$ cat src/rtl/program_memory_loader.sv
// rtl/program_memory_loader.sv - byte-stream to 32-bit instruction word loader for the instruction RAM
module program_memory_loader #(
  parameter int                    MEMORY_DEPTH   = 32,
  parameter int                    DATA_WIDTH     = 32,
  parameter logic [DATA_WIDTH-1:0] BASE_ADDRESS   = DATA_WIDTH'(32'h0040_0000),
  parameter int                    TIMEOUT_CYCLES = 1024,
  localparam int                   CW             = $clog2(MEMORY_DEPTH) + 1,
  localparam int                   TW             = $clog2(TIMEOUT_CYCLES + 1)
) (
  input  logic                  i_clk,
  input  logic                  i_rst_n,
  input  logic                  i_start,
  input  logic [CW-1:0]         i_word_count,
  input  logic [7:0]            i_byte_in,
  input  logic                  i_byte_valid,
  output logic                  o_byte_ready,
  output logic                  o_write_enable,
  output logic [DATA_WIDTH-1:0] o_write_address,
  output logic [DATA_WIDTH-1:0] o_write_data,
  output logic                  o_busy,
  output logic                  o_done,
  output logic                  o_error
);

  typedef enum logic [1:0] {
    S_IDLE    = 2'd0,
    S_COLLECT = 2'd1,
    S_WRITE   = 2'd2,
    S_DONE    = 2'd3
  } state_t;

  state_t          r_state;
  logic [CW-1:0]   r_word_count;
  logic [CW-1:0]   r_words;
  logic [1:0]      r_byte_idx;
  logic [23:0]     r_partial;
  logic [TW-1:0]   r_timeout;

  logic            w_accept;
  logic            w_too_many;
  logic [CW-1:0]   w_words_next;
  logic            w_timeout_hit;

  // o_byte_ready is itself a register, so the handshake never depends
  // combinationally on i_byte_valid.
  assign w_accept      = (r_state == S_COLLECT) && o_byte_ready && i_byte_valid;
  assign w_too_many    = (int'(i_word_count) > MEMORY_DEPTH);
  assign w_words_next  = r_words + CW'(1);
  assign w_timeout_hit = (r_timeout == TW'(TIMEOUT_CYCLES - 1));

  // Loader FSM: every output is registered and updated on the transition
  // into the state it belongs to, so it is valid for the whole state.
  always_ff @(posedge i_clk or negedge i_rst_n) begin
    if (!i_rst_n) begin
      r_state         <= S_IDLE;
      r_word_count    <= '0;
      r_words         <= '0;
      r_byte_idx      <= '0;
      r_partial       <= '0;
      r_timeout       <= '0;
      o_byte_ready    <= 1'b0;
      o_write_enable  <= 1'b0;
      o_write_address <= BASE_ADDRESS;
      o_write_data    <= '0;
      o_busy          <= 1'b0;
      o_done          <= 1'b0;
      o_error         <= 1'b0;
    end else begin
      o_write_enable <= 1'b0;
      o_done         <= 1'b0;
      case (r_state)
        S_IDLE: begin
          if (i_start) begin
            r_word_count <= i_word_count;
            o_error      <= 1'b0;
            o_busy       <= 1'b1;
            if (i_word_count == '0) begin
              r_state <= S_DONE;
              o_done  <= 1'b1;
            end else if (w_too_many) begin
              // Oversized programs are rejected up front, nothing is written.
              r_state <= S_DONE;
              o_done  <= 1'b1;
              o_error <= 1'b1;
            end else begin
              r_state         <= S_COLLECT;
              o_byte_ready    <= 1'b1;
              o_write_address <= BASE_ADDRESS;
              r_words         <= '0;
              r_byte_idx      <= '0;
              r_timeout       <= '0;
            end
          end
        end

        S_COLLECT: begin
          if (w_accept) begin
            r_timeout <= '0;
            if (r_byte_idx == 2'd3) begin
              // First byte received ends up in the most significant lane.
              o_write_data   <= {r_partial, i_byte_in};
              o_write_enable <= 1'b1;
              o_byte_ready   <= 1'b0;
              r_state        <= S_WRITE;
              r_byte_idx     <= '0;
            end else begin
              r_partial  <= {r_partial[15:0], i_byte_in};
              r_byte_idx <= r_byte_idx + 2'd1;
            end
          end else if (w_timeout_hit) begin
            // Stream stalled: abandon the partial word without writing it.
            o_byte_ready <= 1'b0;
            o_error      <= 1'b1;
            o_done       <= 1'b1;
            r_state      <= S_DONE;
          end else begin
            r_timeout <= r_timeout + TW'(1);
          end
        end

        S_WRITE: begin
          o_write_address <= o_write_address + DATA_WIDTH'(4);
          r_words         <= w_words_next;
          if (w_words_next == r_word_count) begin
            r_state <= S_DONE;
            o_done  <= 1'b1;
          end else begin
            r_state      <= S_COLLECT;
            o_byte_ready <= 1'b1;
            r_timeout    <= '0;
          end
        end

        S_DONE: begin
          o_busy  <= 1'b0;
          r_state <= S_IDLE;
        end

        default: begin
          r_state      <= S_IDLE;
          o_busy       <= 1'b0;
          o_byte_ready <= 1'b0;
        end
      endcase
    end
  end

endmodule

$ cat config.mk
export PLATFORM = sky130hd
export DESIGN_NAME = program_memory_loader
export DESIGN_NICKNAME = d
export VERILOG_FILES = /design/src/rtl/program_memory_loader.sv
export SDC_FILE = /design/constraint.sdc
export NUM_CORES = 1
export LEC_CHECK = 0
export BUFFER_PORTS_ARGS = -buffer_cell sky130_fd_sc_hd__buf_2
export CAP_MARGIN = 25
export CORE_ASPECT_RATIO = 0.6
export CORE_MARGIN = 4
export CORE_UTILIZATION = 57
export CTS_BUF_LIST = sky130_fd_sc_hd__clkbuf_8 sky130_fd_sc_hd__clkbuf_16
export DETAILED_ROUTE_END_ITERATION = 10
export GPL_TIMING_DRIVEN = 0
export HOLD_SLACK_MARGIN = 0.08
export PLACE_DENSITY = 0.8
export SETUP_SLACK_MARGIN = 0.1
export SKIP_LAST_GASP = 1
export SYNTH_ARGS = -nofsm -noshare
export SYNTH_HDL_FRONTEND = slang
export SYNTH_SLANG_ARGS = --single-unit
$ cat constraint.sdc
create_clock -name i_clk -period 2.75 [get_ports i_clk]
set_clock_uncertainty 0.05 [all_clocks]
set_input_delay 0.1375 -clock i_clk [delete_from_list [all_inputs] [get_ports i_clk]]
set_output_delay 0.1375 -clock i_clk [all_outputs]
set_load 0.005 [all_outputs]
==> flow_summary.yaml, run 1 <==
run_status:
  status: "complete, no violations"
timing:
  fin_crit_ns: 2.51
  slew_headroom_pct: 34.5
  fin_tns_setup_ns: 0
  worst_slack_ns: 0.243
  setup_viol: 0
  finalHoldViolCount: 0
  slew_violations: 0
  clock.fmax_mhz: 399
  rsz0062_at_grt: "false"
  fin_crit_sh_pct: 91.2
  tightest_slew_ns: 0.968
setup_path:
  rr_startpoint: "r_words[0]$_DFFE_PN0P_"
  timing.rr.end: "r_timeout[10]$_DFFE_PN0P_"
  crit_required_ns: 3.04
  worstSetupStartpointType: "input port"
  cp_data_arrival_time_ns: 2.80
  cp-end-kind: "register"
  worst-path-max-fanout: 10
  r2r_slack_ns: 0.32
  crit_type: "in -> reg"
  rr_worst_depth: 6
floorplanning:
  die_h_um: 84.2
  dieArea_sq_um: 11400
  die_w_um: 135
  io_pins: 87
  coreArea_sq_um: 9290
  initial_utilization_pct: 59.3
  rows: 27
drt:
  dr.first_iter.drc_count: 406
  drt.antenna.violating_nets: 0
  first_pass_iters: 6
  drc: 0
  met3_length_um: 944
  vias: 4418
  wl_per_cell_um: 18.5
  top_layer: "met4"
  met2_length_um: 6410
  via_per_inst: 5.96
  wl_met1_um: 6220
  wirelength_um: 13700
synth:
  synth-warning-count: 0
  ys.flop_type: "dfrtp_1"
  asyncSetResetFlopFracSynth_pct: 100
  synth_edf_count: 0
  synth-seq-cells: 118
  syn_area_per_cell_sq_um: 11.6
  synth_cells: 476
  ys_types: 64
  synth_area_sq_um: 5510
  ys_seq_area_share_pct: 53.6
finish:
  n_fill_cell: 625
  diodes: 0
  drive_gt1_share_pct: 33.4
  synthToLayoutAreaGrowth_pct: 24.8
  fin_util_pct: 74.1
  seq_area_sq_um: 2950
  fin_nets: 620
  final_cell_mix: "dfrtp_1 (117), buf_2 (89), mux2_2 (62)"
  final_common_cell: "dfrtp_1"
  multi_input_area_sq_um: 2440
global_routing:
  grt-ovfl-total: 0
  grt_pass1_wl_um: 23000
  grt_max_degree: 65
  grt_usage_pct: 25.8
  grt_pass1_vias: 4443
  grt_antenna_before_repair: 0
placed_design:
  place_congestion: 0.853
  dp_slack_ns: 0.346
  hpwlAfterDp_um: 9320
  portBuffers: 84
run:
  max_cap_viol_count: 0
power_and_ir_drop:
  ir_worst_vdd_uv: 700
  p_leak_nw: 3.19
  power_per_cell_area_nw_per_um2: 967
clock_tree:
  max-clock-path-buffers: 2
  h-tree-depth: 4
  clkSlewWorstSetupHoldPaths_ns: 0.06
  cts_root_buf: "clkbuf_16"
  clk_latency_ns: 0.42
  clkSinkCount: 118
  cts_tree: "built"
  numCtsBuffers: 17
hold_path:
  hp-class: "in -> async"
[worst max-delay path, cell delays in order]
cell and delay, ns:
dlygate4sd3_1 0.54, buf_2 0.14, or3_4 0.44, o21a_1 0.25, o31ai_4 0.44, buf_2 0.34
buf_4 0.21, o21ai_0 0.12, a21oi_1 0.17
[state kept, by name (all words and copies together) (netlist names)]
register	flops
o_write_data	32
o_write_address	30
r_partial	24
r_timeout	11
r_word_count	6
r_words	6
r_byte_idx	2
r_state	2
o_busy	1
o_byte_ready	1
o_done	1
o_error	1
o_write_enable	1
[layout make-up]
| type | instances | area share (%) |
|---|---|---|
| timing repair buffer | 102 | 9.07 |
| sequential | 118 | 42.9 |
| inverter | 11 | 0.600 |
| buffer | 17 | 1.33 |
| clock inverter | 15 | 2.09 |
| clock buffer | 17 | 6.18 |
| multi-input combinational | 331 | 35.4 |
| tap | 130 | 2.36 |
[logic make-up after synthesis]
| family | after synthesis | share of synthesized area, % |
|---|---|---|
| xor+xnor | 15 | 2.88 |
| buf+inv | 28 | 2.38 |
| other cells | 1 | 0.0680 |
| fa+ha+maj | 4 | 0.908 |
| simple gates | 141 | 14.4 |
| flops | 118 | 53.6 |
| compound gates | 104 | 12.5 |
| mux | 65 | 13.2 |
[metrics by stage]
step / area [sq um] / total power, mW / std cells / hold slack [ns]
6_report: 6880 / 6.65 / 741 / 0.184
4_1_cts: 6870 / 6.66 / 741 / 0.208
3_3_place_gp: 6100 / 4.36 / 691 / 0.335
5_1_grt: 6880 / 7.04 / 741 / 0.231
3_5_place_dp: 6130 / 4.47 / 692 / 0.0730
2_1_floorplan: 5520 / 3.80 / 477 / -0.208
[worst max-delay path by stage]
stage                            from                               to  slack [ns]  depth (start not counted)
6_report              i_word_count[1]  o_write_address[23]$_DFFE_PN0P_        0.24                          9
5_1_grt        r_words[0]$_DFFE_PN0P_        r_timeout[10]$_DFFE_PN0P_        0.11                          6
4_1_cts               i_word_count[1]  o_write_address[13]$_DFFE_PN0P_        0.30                          8
3_5_place_dp   r_words[0]$_DFFE_PN0P_        r_timeout[10]$_DFFE_PN0P_        0.35                          6
3_3_place_gp                  i_rst_n     o_write_data[27]$_DFFE_PN0P_        0.09                          1
2_1_floorplan  r_words[0]$_DFFE_PN0P_        r_timeout[10]$_DFFE_PN0P_        0.71                          6
[timing repair]
item                                   in CTS  in global routing
hold buffers                               17                  0
endpoints found under the hold margin      81                  0
buffers inserted                            0                  0
gates resized for setup                     0                  4
setup endpoints to repair                   0                  4
[per-layer routing]
layer  up-vias  track usage (%)
met1      2209             36.8
met2       172             38.9
met3        15             7.31
met4         0             8.05
met5         -                0
li1       2022                -
[cell usage after synthesis (all sizes together) (5+ instances only)]
cell    count  area, sq um
xnor2       9         78.8
buf        13         75.1
nand2b      5         31.3
and3        9         56.3
nand3      22          110
mux2       62          698
a21oi      36          180
o21ai      23          115
nand4       8         71.3
dfrtp     117         2930
nand2      32          120
or3        10         68.8
nor2       23         86.3
or4        13          101
inv        11         41.3
o31ai      15          126
[power breakdown]
group / total (mW) / internal [mW] / switching [mW] / leakage [nW]
logic: 1.82 / 0.925 / 0.892 / 1.39
registers: 2.69 / 2.28 / 0.412 / 1.53
clock network: 2.14 / 1.26 / 0.882 / 0.273
total: 6.65 / 4.47 / 2.19 / 3.19
Note: power is estimated with default switching activity, not from simulation.
==> run 2: changes to the inputs <==
ABC_AREA = 1   (was unset)
==> flow_summary.yaml, run 2 <==
run_status:
  status: "complete, no violations"
synth:
  synth_top_area_share_pct: 50.4
  synth_top_cell_by_area: "dfrtp_1"
  ys.flop_type: "dfrtp_1"
  synth-seq-cells: 118
  synth-warning-count: 0
  ys_types: 35
  asyncSetResetFlopFracSynth_pct: 100
  ys_top_cells_by_count: "nand2_1 (221), dfrtp_1 (117), inv_1 (90)"
  yosysMostFrequentCell: "nand2_1"
  ys_top_cells_by_area: "dfrtp_1 (50%), nand2_1 (14%), inv_1 (5.8%)"
  ys_seq_area_share_pct: 50.8
  synth_area_sq_um: 5810
  syn_area_per_cell_sq_um: 7.90
  synth_edf_count: 0
  synth_cells: 736
hold_path:
  whs_path_depth: 5
  hp-start: "i_byte_valid"
  hp-class: "in -> reg"
  holdPathEnd: "o_write_enable$_DFF_PN0_"
power_and_ir_drop:
  switchingPower_mw: 2.22
  seq_power_share_pct: 39.9
  p_int_mw: 4.00
  combPwrFrac_pct: 25.8
  pwr-share-clk_pct: 34.3
  power_per_cell_area_nw_per_um2: 865
  p_leak_nw: 3.63
  ir_worst_vdd_uv: 582
  switching_share_pct: 35.7
setup_path:
  timing.rr.end: "r_timeout[2]$_DFFE_PN0P_"
  rr_startpoint: "r_timeout[0]$_DFFE_PN0P_"
  r2r_slack_ns: 0.67
  cp_data_arrival_time_ns: 2.37
  crit_required_ns: 3.04
  crit_type: "reg -> reg"
  cp-end-kind: "register"
  worstSetupStartpointType: "register"
  worst-path-max-fanout: 10
  rr_worst_depth: 10
drt:
  met2_length_um: 7040
  drc: 0
  wl_met1_um: 7410
  wl_per_cell_um: 15.8
  drt.antenna.violating_nets: 0
  via_per_inst: 5.45
  top_layer: "met4"
  dr.first_iter.drc_count: 511
  first_pass_iters: 5
  met3_length_um: 1290
  wirelength_um: 15900
  vias: 5487
placed_design:
  place_congestion: 0.996
  hpwlAfterDp_um: 11300
  placed_cell_area_sq_um: 6440
  portBuffers: 84
timing:
  hold_slack_ns: 0.199
  fin_crit_ns: 2.08
  clock.fmax_mhz: 481
  tightest_slew_ns: 0.613
  rsz0062_at_grt: "false"
  slew_violations: 0
  finalHoldViolCount: 0
  setup_viol: 0
  fin_tns_setup_ns: 0
  fin_crit_sh_pct: 75.6
  slew_headroom_pct: 59.0
finish:
  synthToLayoutAreaGrowth_pct: 23.7
  largestRegisters: "o_write_data: 32 flops, o_write_address: 30 flops, r_partial: 24 flops"
  regMostFlops: "o_write_data"
  largest_reg_flops: 32
  fin_nets: 881
  diodes: 0
  fin_area_sq_um: 7190
  final_cell_mix: "nand2_1 (221), dfrtp_1 (117), inv_1 (90), buf_2 (90), o21ai_0 (63)"
  drive_gt1_share_pct: 17.0
  final_common_cell: "nand2_1"
clock_tree:
  h-tree-depth: 4
  cts_setup_buffers: 0
  clkSinkCount: 118
  cts_tree: "built"
  numCtsBuffers: 17
  clkSlewWorstSetupHoldPaths_ns: 0.06
  cts_root_buf: "clkbuf_16"
  clk_latency_ns: 0.42
  max-clock-path-buffers: 2
floorplanning:
  die_h_um: 86.2
  dieArea_sq_um: 11900
  io_pins: 87
  coreArea_sq_um: 9910
  initial_utilization_pct: 58.6
  die_w_um: 138
  rows: 28
global_routing:
  grt_pass1_wl_um: 26600
  grt_pass1_vias: 5289
  grt_antenna_before_repair: 0
  grt_max_degree: 100
  grt-ovfl-total: 0
  grt_usage_pct: 28.0
run:
  max_cap_viol_count: 0
## run 2: cell types whose count changed in the layout (fill, tap and decap cells not counted), sizes merged, moves of 15 or more
| cell | previous run | this run |
|---|---|---|
| inv | 18 | 98 |
| a21oi | 36 | 6 |
| nor2 | 23 | 59 |
| nand3 | 22 | 57 |
| mux2 | 62 | 0 |
| o31ai | 15 | 0 |
| nand2 | 32 | 223 |
| o21ai | 23 | 84 |
## run 2: worst max-delay path by stage
stage | start | to | slack (ns) | cells after the start
final | r_timeout[0]$_DFFE_PN0P_ | r_timeout[2]$_DFFE_PN0P_ | 0.67 | 10
after global routing | r_timeout[0]$_DFFE_PN0P_ | r_timeout[2]$_DFFE_PN0P_ | 0.45 | 10
after CTS | r_timeout[0]$_DFFE_PN0P_ | r_timeout[2]$_DFFE_PN0P_ | 0.71 | 10
after detailed placement | r_timeout[0]$_DFFE_PN0P_ | r_timeout[2]$_DFFE_PN0P_ | 0.73 | 10
after global placement | i_rst_n | o_write_data[22]$_DFFE_PN0P_ | 0.08 | 1
after floorplan | r_timeout[0]$_DFFE_PN0P_ | r_timeout[0]$_DFFE_PN0P_ | 1.08 | 10
## run 2: power groups by stage
stage / sequential [mW] / combinational, mW / clock (mW)
after global routing: 2.53 / 1.83 / 2.23
after global placement: 2.47 / 1.49 / 0
final: 2.48 / 1.61 / 2.13
after floorplan: 2.43 / 0.979 / 0
after detailed placement: 2.48 / 1.56 / 0
after CTS: 2.47 / 1.60 / 2.15
## run 2: cell type report
type | instances | area, sq um
timing repair buffer | 103 | 634
sequential | 118 | 2950
buffer | 22 | 144
fill | 771 | 2730
clock buffer | 17 | 425
inverter | 94 | 353
multi-input combinational | 503 | 2360
tap | 135 | 169
clock inverter | 15 | 145
## run 2: routing by layer
layer  vias to the layer above  GRT usage [%]
li1                       2613              -
met1                      2602           40.6
met2                       248           41.9
met3                        24           7.94
met4                         0           7.26
met5                         -              0
## run 2: metrics by stage
step                      total power [mW]  std cells  util (%)  setup slack [ns]
after detailed placement              4.04        957      64.9             0.733
after global placement                3.95        956      64.6            0.0755
after global routing                  6.59       1007      72.5             0.447
after CTS                             6.21       1007      72.5             0.709
after floorplan                       3.41        737         -              1.08
final                                 6.22       1007      72.5             0.672
## run 2: repair_timing
action / 4_1_cts / 5_1_grt
gates resized for setup: 0 / 0
hold endpoints to repair: 141 / 0
hold buffers: 18 / 0
## run 2: kinds of logic (layout without fill, tap and decap cells)
| logic type | count (synthesis) | in the layout | share of synthesized area, % |
|---|---|---|---|
| adder cells (fa/ha/maj) | 4 | 4 | 0.861 |
| AND/OR/NAND/NOR | 376 | 376 | 27.9 |
| buffers and inverters | 116 | 251 | 8.55 |
| AO/OA/AOI/OAI | 106 | 106 | 9.54 |
| other | 1 | 2 | 0.0645 |
| flip-flops | 118 | 118 | 50.8 |
| XOR/XNOR | 15 | 15 | 2.26 |
## run 2: worst max-delay path, cell delays in order, from the launching register on
cell	delay [ns]
dfrtp_1	0.44
ha_1	0.22
nand3_1	0.12
nor2_2	0.19
nand4_1	0.14
inv_1	0.10
nand3_1	0.27
nand3_2	0.19
buf_6	0.15
nand2_1	0.05
nand2_1	0.07
==> run 3: changes to the inputs <==
ABC_AREA = 0   (was 1)
CORE_UTILIZATION = 51   (was 57)
PLACE_DENSITY = 0.76   (was 0.8)
clock period = 1.8 ns   (was 2.75 ns; I/O delays follow)
==> flow_summary.yaml, run 3 (synthesis gave the netlist of run 1 again) <==
run_status:
  status: "finished with violations"
  violations: "negative setup slack"
drt:
  via_per_inst: 6.40
  drc: 0
  dr.first_iter.drc_count: 782
  vias: 5309
  wl_per_cell_um: 24.1
  drt.antenna.violating_nets: 0
  wirelength_um: 20000
  first_pass_iters: 6
finish:
  seq_area_sq_um: 2970
  final_common_cell: "dfrtp_1"
  synthToLayoutAreaGrowth_pct: 51.5
  largestRegisters: "o_write_data: 32 flops, o_write_address: 30 flops, r_partial: 24 flops"
  n_fill_cell: 528
  fin_nets: 700
  fin_util_pct: 79.1
  largest_reg_flops: 32
  final_cell_mix: "dfrtp_1 (102), buf_2 (84), buf_4 (52)"
  diodes: 0
  multi_input_area_sq_um: 2940
  instances_no_fill: 830
  drive_gt1_share_pct: 54.1
  regMostFlops: "o_write_data"
timing:
  finalHoldViolCount: 0
  worst_slack_ns: -0.422
  setup_viol: 58
  slew_violations: 0
  clock.fmax_mhz: 450
  fin_crit_sh_pct: 123
  tightest_slew_ns: 0.614
  hold_slack_ns: 0.150
  fin_crit_ns: 2.22
  slew_headroom_pct: 59.0
  fin_tns_setup_ns: -7.73
  rsz0062_at_grt: "true"
placed_design:
  placed_cells: 701
  portBuffers: 84
  hpwlAfterDp_um: 9230
  place_congestion: 0.875
setup_path:
  worst-path-max-fanout: 7
  worstSetupStartpointType: "register"
  r2r_slack_ns: -0.42
  cp-end-kind: "register"
  crit_type: "reg -> reg"
  rr_startpoint: "o_write_address[11]$_DFFE_PN0P_"
  cp_data_arrival_time_ns: 2.52
  timing.rr.end: "o_write_address[25]$_DFFE_PN0P_"
  crit_required_ns: 2.10
  rr_worst_depth: 6
global_routing:
  grt-ovfl-total: 0
  grt_pass1_wl_um: 24100
  grt_pass1_vias: 4654
  grt_max_degree: 88
  grt_antenna_before_repair: 0
  grt_usage_pct: 24.6
power_and_ir_drop:
  seq_power_share_pct: 34.3
  switchingPower_mw: 4.45
  switching_share_pct: 35.9
  ir_worst_vdd_uv: 1020
  pwr-share-clk_pct: 27.4
  p_int_mw: 7.95
  power_per_cell_area_nw_per_um2: 1490
  p_leak_nw: 3.84
  p_total_mw: 12.4
  combPwrFrac_pct: 38.3
floorplanning:
  die_h_um: 88.5
  io_pins: 87
  coreArea_sq_um: 10600
  initial_utilization_pct: 52.2
  dieArea_sq_um: 12600
  rows: 29
  die_w_um: 142
clock_tree:
  cts_tree: "built"
  max-clock-path-buffers: 2
  clk_latency_ns: 0.43
  cts_root_buf: "clkbuf_16"
  numCtsBuffers: 17
  h-tree-depth: 4
  clkSlewWorstSetupHoldPaths_ns: 0.07
  clkSinkCount: 118
hold_path:
  hp-start: "i_start"
  holdPathEnd: "r_state[1]$_DFFE_PN0P_"
  whs_path_depth: 4
  hp-class: "in -> reg"
run:
  max_cap_viol_count: 0
-- run 3: cell types whose count changed in the layout (fill, tap and decap cells not counted), sizes merged, moves of 35 or more --
cell | previous run | this run
nand2 | 223 | 32
mux2 | 0 | 62
inv | 98 | 21
o21ai | 84 | 23
nand3 | 57 | 22
nor2 | 59 | 23
buf | 100 | 173
-- run 3: worst max path at each step --
stage,from,endpoint,cells past startpoint
2_1_floorplan,r_words[0]$_DFFE_PN0P_,r_timeout[0]$_DFFE_PN0P_,6
3_3_place_gp,i_rst_n,o_write_address[5]$_DFFE_PN0P_,1
3_5_place_dp,i_word_count[1],o_write_address[17]$_DFFE_PN0P_,7
4_1_cts,o_write_address[4]$_DFFE_PN0P_,o_write_address[18]$_DFFE_PN0P_,6
5_1_grt,o_write_address[11]$_DFFE_PN0P_,o_write_address[25]$_DFFE_PN0P_,6
6_report,o_write_address[11]$_DFFE_PN0P_,o_write_address[25]$_DFFE_PN0P_,6
-- run 3: final cells by class --
class                           instances  area share, %
Tap cell                              139           2.08
Clock inverter                         15           1.87
Multi-Input combinational cell        331           35.2
Clock buffer                           17           5.10
Buffer                                 17           2.43
Timing Repair Buffer                  182           17.0
Sequential cell                       118           35.6
Inverter                               11          0.644
-- run 3: routing by layer --
layer / vias to the layer above / part of all wire, % / GRT usage, %
met1: 2633 / 40 / 35.0
met3: 100 / 10 / 8.26
li1: 2181 / - / -
met2: 395 / 46 / 36.3
met5: - / 0 / 0
met4: 0 / 3.8 / 6.88
-- run 3: power groups by stage --
stage	Combinational [mW]	Clock, mW	Sequential, mW
after global placement	2.67	0	4.08
final	4.75	3.40	4.26
after global routing	4.94	3.52	4.32
after floorplan	1.86	0	4.02
after CTS	3.24	3.31	4.11
after detailed placement	2.79	0	4.13
-- run 3: stage by stage --
step                      cell area, sq um  setup slack [ns]
final                                 8350            -0.422
after global routing                  8350            -0.487
after CTS                             7460            -0.161
after detailed placement              6220            -0.425
after global placement                6180             -1.02
after floorplan                       5590           -0.0517
-- run 3: what timing repair did --
action,4_1_cts,5_1_grt
setup endpoints to repair,106,97
resized for setup,55,128
hold buffers,19,0
setup buffers,33,40
pin swaps,14,29
endpoints found under the hold margin,144,0
cloned,1,5
-- run 3: critical path: stages (launching register included) --
cell	delay, ns
dfrtp_1	0.43
nand4_1	0.31
nor3_4	0.32
nand4_4	0.21
buf_6	0.20
or4_1	0.49
a21oi_1	0.14
